### src/rtl/gradient_abs.sv
// Gradient conditioning for the HOG pipeline: saturated |gx|, |gy| and the
// upper-half orientation flag, behind a registered output with a one-entry skid buffer.
module gradient_abs #(
    parameter int unsigned DATA_WIDTH = 8
) (
    input  logic                  clk,
    input  logic                  rst,
    input  logic                  in_valid,
    output logic                  in_ready,
    input  logic [DATA_WIDTH:0]   data_in1,
    input  logic [DATA_WIDTH:0]   data_in2,
    output logic                  out_valid,
    input  logic                  out_ready,
    output logic [DATA_WIDTH-1:0] data_out1,
    output logic [DATA_WIDTH-1:0] data_out2,
    output logic                  is_upper_bin
);

    localparam int unsigned PW = 2 * DATA_WIDTH + 1;

    function automatic logic [DATA_WIDTH-1:0] sat_abs(input logic [DATA_WIDTH:0] x);
        logic [DATA_WIDTH:0] neg;
        neg = '0 - x;
        if (!x[DATA_WIDTH])
            return x[DATA_WIDTH-1:0];
        // Negating the most negative value wraps back to itself, so its sign stays set
        else if (neg[DATA_WIDTH])
            return '1;
        else
            return neg[DATA_WIDTH-1:0];
    endfunction

    logic          accept;
    logic          nz1, nz2, sgn1, sgn2, upper;
    logic [PW-1:0] in_payload;

    logic          out_valid_q, out_valid_d;
    logic [PW-1:0] out_payload_q, out_payload_d;
    logic          skid_valid_q, skid_valid_d;
    logic [PW-1:0] skid_payload_q, skid_payload_d;
    logic          in_ready_q;

    assign accept = in_valid && in_ready_q;

    assign nz1   = |data_in1;
    assign nz2   = |data_in2;
    assign sgn1  = data_in1[DATA_WIDTH];
    assign sgn2  = data_in2[DATA_WIDTH];
    assign upper = (sgn1 && nz2 && !sgn2) || (nz1 && !sgn1 && sgn2);

    assign in_payload = {upper, sat_abs(data_in2), sat_abs(data_in1)};

    always_comb begin
        out_valid_d    = out_valid_q;
        out_payload_d  = out_payload_q;
        skid_valid_d   = skid_valid_q;
        skid_payload_d = skid_payload_q;
        if (!out_valid_q || out_ready) begin
            // Skid entry is older than anything on the input, so it drains first
            if (skid_valid_q) begin
                out_payload_d = skid_payload_q;
                out_valid_d   = 1'b1;
                skid_valid_d  = 1'b0;
            end else if (accept) begin
                out_payload_d = in_payload;
                out_valid_d   = 1'b1;
            end else begin
                out_valid_d   = 1'b0;
            end
        end else if (accept) begin
            skid_payload_d = in_payload;
            skid_valid_d   = 1'b1;
        end
    end

    always_ff @(posedge clk) begin
        if (rst) begin
            out_valid_q    <= 1'b0;
            out_payload_q  <= '0;
            skid_valid_q   <= 1'b0;
            skid_payload_q <= '0;
            in_ready_q     <= 1'b1;
        end else begin
            out_valid_q    <= out_valid_d;
            out_payload_q  <= out_payload_d;
            skid_valid_q   <= skid_valid_d;
            skid_payload_q <= skid_payload_d;
            in_ready_q     <= !skid_valid_d;
        end
    end

    assign in_ready  = in_ready_q;
    assign out_valid = out_valid_q;
    assign {is_upper_bin, data_out2, data_out1} = out_payload_q;

endmodule

### config.mk
export PLATFORM = sky130hd
export DESIGN_NAME = gradient_abs
export DESIGN_NICKNAME = d
export VERILOG_FILES = /design/src/rtl/gradient_abs.sv
export SDC_FILE = /design/constraint.sdc
export NUM_CORES = 1
export LEC_CHECK = 0
export CAP_MARGIN = 10
export CORE_MARGIN = 4
export CORE_UTILIZATION = 30
export DETAILED_ROUTE_END_ITERATION = 8
export PLACE_DENSITY = 0.53
export SETUP_SLACK_MARGIN = 0.1
export SLEW_MARGIN = 15
export SYNTH_ARGS = -nofsm -noshare
export SYNTH_HDL_FRONTEND = slang
export SYNTH_SLANG_ARGS = --single-unit
### constraint.sdc
create_clock -name clk -period 4.66 [get_ports clk]
set_input_delay 0.699 -clock clk [delete_from_list [all_inputs] [get_ports clk]]
set_output_delay 0.699 -clock clk [all_outputs]
set_load 0.005 [all_outputs]
Word level (Yosys, flattened, before mapping):

Index checks and enable logic that the tools add are counted.
Widths: inputs -> output; s select.

* bits in registers: 37
* input bits: 22
* output and inout bits: 19

* $add $sub $neg: 2
* multiplexer cells: 10
* bitwise gates (word level): 1
* reductions and logical operators: 16

Operator list (number)
* $mux 17: 2
* $mux 8: 4
* $reduce_or 9->1: 2
* $sub 1x9->9 const A: 2
* $logic_and 1x1->1: 5
* $logic_not 1->1: 4
* $mux 1: 4
* $reduce_and 2->1: 2
* $logic_or 1x1->1: 2
* $reduce_bool 2->1: 1
* $not 1->1: 1

Logic depth before layout (Yosys ltp):

* depth in word-level cells: 6
* depth in mapped cells: 11

Worst setup path before layout:

No wires, ideal clock.

* path kind: input to register
* start point: input data_in2[1]
* end point: register out_payload_q[15]
* library setup time: 0.137 ns
* arrival: 3.017 ns
* path slack: 1.506 ns
* cell stages on the path: 10
* path buffers: 1
* cell sequence: inv_1 ha_1 or3b_2 or3_1 nor3_1 ha_1 clkbuf_1 or4_4 a32oi_1 a211oi_1

* cells in the longest elaborated chain, start to end: 5

Ends and longest elaborated chain
* from (decl): RTL line 11 `input logic [DATA_WIDTH:0] data_in2,`
* $sub 1x9->9: RTL line 23 `neg = '0 - x;`
* $mux 8: RTL line 27 `else if (neg[DATA_WIDTH])`
* $mux 8: RTL line 24 `if (!x[DATA_WIDTH])`
* $mux 17: RTL line 64 `end else if (accept) begin`
* $mux 17: RTL line 60 `if (skid_valid_q) begin`
* to (signal assigned): RTL line 85 `out_payload_q <= out_payload_d;`
* to (decl): RTL line 38 `logic [PW-1:0] out_payload_q, out_payload_d;`

Every way passes these cells. The select of a mux whose other input is x is not followed.
A chain may end at the register's enable or synchronous reset.

Final worst setup path:

* start point: input data_in2[0]
* end point: register out_payload_q[15]

Same word-level chain as after synthesis.

==> flow_summary.html <==
<table>
<tr><th>Metric</th><th>Value</th></tr>
<tr><th colspan="2">Timing</th></tr>
<tr><td>Hold violation total from the final report</td><td>0</td></tr>
<tr><td>Final worst path period share</td><td>about three quarters</td></tr>
<tr><td>Transition at the pin with the smallest max-transition slack</td><td>1.012 ns</td></tr>
<tr><td>Time the final worst path needs with I/O delays and setup</td><td>about 3.5 ns</td></tr>
<tr><td>Number of max-slew violations in the final report</td><td>0</td></tr>
<tr><td>Unrepaired setup endpoints after global routing</td><td>no</td></tr>
<tr><td>Aggregate negative setup slack</td><td>0 ns</td></tr>
<tr><td>Worst slew margin</td><td>32.46%</td></tr>
<tr><td>Worst clock skew</td><td>~0.0063 ns</td></tr>
<tr><td>Final setup violating endpoints</td><td>0</td></tr>
<tr><td>Maximum clock frequency</td><td>0.2821 GHz</td></tr>
<tr><th colspan="2">CTS</th></tr>
<tr><td>Number of post-CTS setup repair buffers</td><td>0</td></tr>
<tr><td>Clock network latency to the later pin of the worst-skew pair</td><td>0.29 ns</td></tr>
<tr><td>Number of buffers added to fix hold violations after cts</td><td>0</td></tr>
<tr><td>Clock root buffer master</td><td>sky130_fd_sc_hd__clkbuf_8</td></tr>
<tr><td>Clock Tree Buf Depth</td><td>2</td></tr>
<tr><td>Post-cts sizing count</td><td>0</td></tr>
<tr><td>Total number of clock tree sinks</td><td>37</td></tr>
<tr><td>Num CTS Buffers</td><td>5</td></tr>
<tr><td>Count of H-tree levels built during CTS</td><td>2</td></tr>
<tr><td>Clock transition at the registers of the reported paths</td><td>0.08 ns</td></tr>
<tr><td>TritonCTS clock tree</td><td>built</td></tr>
<tr><th colspan="2">Logic synthesis</th></tr>
<tr><td>Mean Syn Cell Area</td><td>approximately 7.8 um^2</td></tr>
<tr><td>Post-synth EDFFs</td><td>0</td></tr>
<tr><td>Post-synthesis cell type with the largest combined area</td><td>sky130_fd_sc_hd__dfxtp_1</td></tr>
<tr><td>Total standard cell area after synthesis</td><td>around 2000 um^2</td></tr>
<tr><td>FFs w/ async S/R, synth</td><td>0%</td></tr>
<tr><td>Number of synthesized register bits</td><td>37</td></tr>
<tr><td>Synth top area cells</td><td>sky130_fd_sc_hd__dfxtp_1 37%, sky130_fd_sc_hd__nor2_1 6.6%, sky130_fd_sc_hd__a21oi_1 6.1%</td></tr>
<tr><td>Total number of yosys warnings</td><td>0</td></tr>
<tr><td>Cells after Synth</td><td>253</td></tr>
<tr><td>Synth top area share</td><td>between 30 and 40%</td></tr>
<tr><td>Sequential fraction of the synthesis area</td><td>a little under two fifths</td></tr>
<tr><td>Number of nets produced by synthesis</td><td>279</td></tr>
<tr><td>Primary flip-flop cell chosen by synthesis mapping</td><td>sky130_fd_sc_hd__dfxtp_1</td></tr>
<tr><td>Number of unique standard cell types used by synthesis</td><td>39</td></tr>
<tr><th colspan="2">Critical path</th></tr>
<tr><td>Worst Path Class, Setup</td><td>in2reg</td></tr>
<tr><td>Launching element type of the critical path</td><td>input port</td></tr>
<tr><td>Sort of element at the end of the critical path</td><td>flip-flop</td></tr>
<tr><td>Crit path max fanout</td><td>9</td></tr>
<tr><td>Data required, critical path</td><td>4.82 ns</td></tr>
<tr><td>WP data arrival</td><td>approximately 3.7 ns</td></tr>
<tr><th colspan="2">Floorplanning</th></tr>
<tr><td>Initial Utilization</td><td>31.03%</td></tr>
<tr><td>Std cell rows</td><td>29</td></tr>
<tr><td>Area enclosed by the die boundary</td><td>about 8000 um^2</td></tr>
<tr><td>Floorplan Core Area</td><td>between 6000 and 7000 um^2</td></tr>
<tr><td>Horizontal die dimension</td><td>89.28 um</td></tr>
<tr><td>Die Span Y</td><td>~89 um</td></tr>
<tr><td>Number of top-level pins</td><td>just over 40</td></tr>
<tr><th colspan="2">Placed design</th></tr>
<tr><td>Count of port buffers added during placement</td><td>40</td></tr>
<tr><td>Placed Cells</td><td>355</td></tr>
<tr><td>Detailed placer's ending HPWL</td><td>3536 um</td></tr>
<tr><td>Last weighted congestion value of the routability-driven placer</td><td>0.8079</td></tr>
<tr><th colspan="2">Pwr</th></tr>
<tr><td>Pwr dens</td><td>about 300 nW/um^2</td></tr>
<tr><td>Leakage power of the design</td><td>about 0.95 nW</td></tr>
<tr><td>Tot Pwr</td><td>just under 0.0008 W</td></tr>
<tr><td>Peak supply drop</td><td>0.0001122 V</td></tr>
<tr><th colspan="2">Layout</th></tr>
<tr><td>Area grow syn2layout</td><td>29.04%</td></tr>
<tr><td>Fin util</td><td>around 40%</td></tr>
<tr><td>Fin cells</td><td>about 360</td></tr>
<tr><td>Final Net Count</td><td>approximately 310</td></tr>
<tr><td>Layout cells sized above 1</td><td>approximately 5.6%</td></tr>
<tr><td>Number of diodes added for antenna fixing</td><td>0</td></tr>
<tr><th colspan="2">Detailed routing</th></tr>
<tr><td>Post-DR wirelength/cell</td><td>around 14 um</td></tr>
<tr><td>Initial detailed-routing violation count</td><td>between 100 and 150</td></tr>
<tr><td>Via-to-Cell Ratio</td><td>approximately 5.4</td></tr>
<tr><td>Pre-Repair DR Iteration Count</td><td>4</td></tr>
<tr><td>Total vias in the final route</td><td>between 1500 and 2000</td></tr>
<tr><td>Antenna Nets Post-Route</td><td>0</td></tr>
<tr><td>Wire length after detailed routing</td><td>5221 um</td></tr>
<tr><td>DRC violation count after routing</td><td>0</td></tr>
<tr><th colspan="2">GRT</th></tr>
<tr><td>Initial antenna violation count</td><td>0</td></tr>
<tr><td>Pin count of the biggest net entering global routing</td><td>37</td></tr>
<tr><td>First-pass GRT wire length</td><td>roughly 8600 um</td></tr>
<tr><td>Total overflow reported by the global router</td><td>0</td></tr>
<tr><td>Vias in the first global route</td><td>1809</td></tr>
<tr><td>Global-route usage over all layers</td><td>around 14%</td></tr>
<tr><th colspan="2">Min path</th></tr>
<tr><td>Path type of the worst min-delay path</td><td>reg2reg</td></tr>
<tr><th colspan="2">Run status</th></tr>
<tr><td>Run status</td><td>finished, final reports clean</td></tr>
<tr><th colspan="2">Flow run</th></tr>
<tr><td>Maximum capacitance violations</td><td>0</td></tr>
</table>
## critical path, stage by stage
cell and delay [ns]:
sky130_fd_sc_hd__clkdlybuf4s50_1 0.49, sky130_fd_sc_hd__inv_1 0.09, sky130_fd_sc_hd__ha_1 0.18, sky130_fd_sc_hd__or3b_2 0.51
sky130_fd_sc_hd__or3_1 0.32, sky130_fd_sc_hd__nor3_1 0.14, sky130_fd_sc_hd__ha_1 0.35, sky130_fd_sc_hd__nor2b_1 0.42
sky130_fd_sc_hd__o211ai_1 0.19, sky130_fd_sc_hd__a32oi_1 0.23, sky130_fd_sc_hd__a211oi_1 0.09
## report_power, final
group,internal [W],total [W],switching (W)
registers,0.000336,0.000347,0.0000114
logic,0.0000756,0.000147,0.0000717
clock network,0.000174,0.000293,0.000119
total,0.000586,0.000788,0.000202
## per-stage QoR
stage               cell area (um^2)  hold WS (ns)  worst slack [ns]
finish                          2557        0.4553             1.115
floorplan                       1982        0.4254             1.506
global route                    2557        0.4749            0.8261
global placement                2437        0.4359            0.8958
CTS                             2557        0.4587             1.136
detailed placement              2437        0.4476            0.8343
## flip-flops by register name (all words and copies together) (netlist names)
signal          cells
skid_payload_q     17
skid_valid_q        1
out_valid           1
out_payload_q      17
in_ready            1
## cell usage in the layout, fill, tap and decap left out, types with 2 or more instances in the layout
cell,count
sky130_fd_sc_hd__o211a_1,3
sky130_fd_sc_hd__o21ai_0,11
sky130_fd_sc_hd__a211oi_1,13
sky130_fd_sc_hd__nor3_1,8
sky130_fd_sc_hd__a311o_1,2
sky130_fd_sc_hd__clkdlybuf4s50_1,40
sky130_fd_sc_hd__o2111ai_1,4
sky130_fd_sc_hd__o41a_1,2
sky130_fd_sc_hd__buf_4,4
sky130_fd_sc_hd__nor2b_1,5
sky130_fd_sc_hd__nand2_1,21
sky130_fd_sc_hd__o22ai_1,2
sky130_fd_sc_hd__ha_1,4
sky130_fd_sc_hd__o21a_1,2
sky130_fd_sc_hd__nand3b_1,3
sky130_fd_sc_hd__or4_4,2
sky130_fd_sc_hd__nand2b_1,4
sky130_fd_sc_hd__or3_1,4
sky130_fd_sc_hd__nor2_1,35
sky130_fd_sc_hd__or4_1,4
sky130_fd_sc_hd__o211ai_1,9
sky130_fd_sc_hd__inv_1,11
sky130_fd_sc_hd__nand3_1,3
sky130_fd_sc_hd__and4b_1,2
sky130_fd_sc_hd__dfxtp_1,37
sky130_fd_sc_hd__clkbuf_8,6
sky130_fd_sc_hd__a22oi_1,2
sky130_fd_sc_hd__nand4b_1,2
sky130_fd_sc_hd__nor3b_1,2
sky130_fd_sc_hd__a32oi_1,3
sky130_fd_sc_hd__a21oi_1,24
## layout make-up
class / instances / area (um^2)
multi-input cells: 186 / 1129
fillers: 677 / 3829
inverters: 11 / 41.29
clock buffers: 6 / 82.58
repair buffers: 44 / 430.4
clock inverters: 2 / 37.54
well taps: 77 / 96.34
flip-flops and latches: 37 / 740.7
## logic make-up (layout without fill, tap and decap cells)
logic type                 count (synthesis)  in the layout  synth area share, %
adders and majority gates                  4              4                2.525
muxes                                      1              1               0.5681
DFF                                       37             37                37.37
and+or+nand+nor                           98             98                25.13
buffers and inverters                     30             63                5.682
AOI/OAI and AO/OA                         83             83                28.72
## worst paths after layout
| kind | from | slack, ns | depth (start not counted) | end |
|---|---|---|---|---|
| setup / recovery | data_in2[0] | 1.11 | 11 | out_payload_q[15]$_SDFFE_PP0P_ |
| setup reg to reg | skid_valid_q$_SDFF_PP0_ | 2.43 | 4 | out_payload_q[16]$_SDFFE_PP0P_ |
| hold reg to reg | out_payload_q[0]$_SDFFE_PP0P_ | 0.46 | 2 | out_payload_q[0]$_SDFFE_PP0P_ |
| hold / removal | out_payload_q[0]$_SDFFE_PP0P_ | 0.46 | 2 | out_payload_q[0]$_SDFFE_PP0P_ |
## routing by layer
metal	GRT usage, %	part of all wire, %
met1	19.18	50
met2	21.77	43
met3	2.949	5.4
met4	4.601	1.6
met5	0	0
## synthesized netlist by cell type, drive strengths merged, types with 3 or more instances
master	instances
or3	4
clkbuf	19
ha	4
or4	6
dfxtp	37
nor2	35
nand3b	3
o21ai	11
nor3	8
o211ai	9
a21oi	24
nand3	3
nor2b	5
nand2	21
a32oi	3
a211oi	13
o211a	3
inv	11
nand2b	4
o2111ai	4
Power figures use the tool's default switching activity.
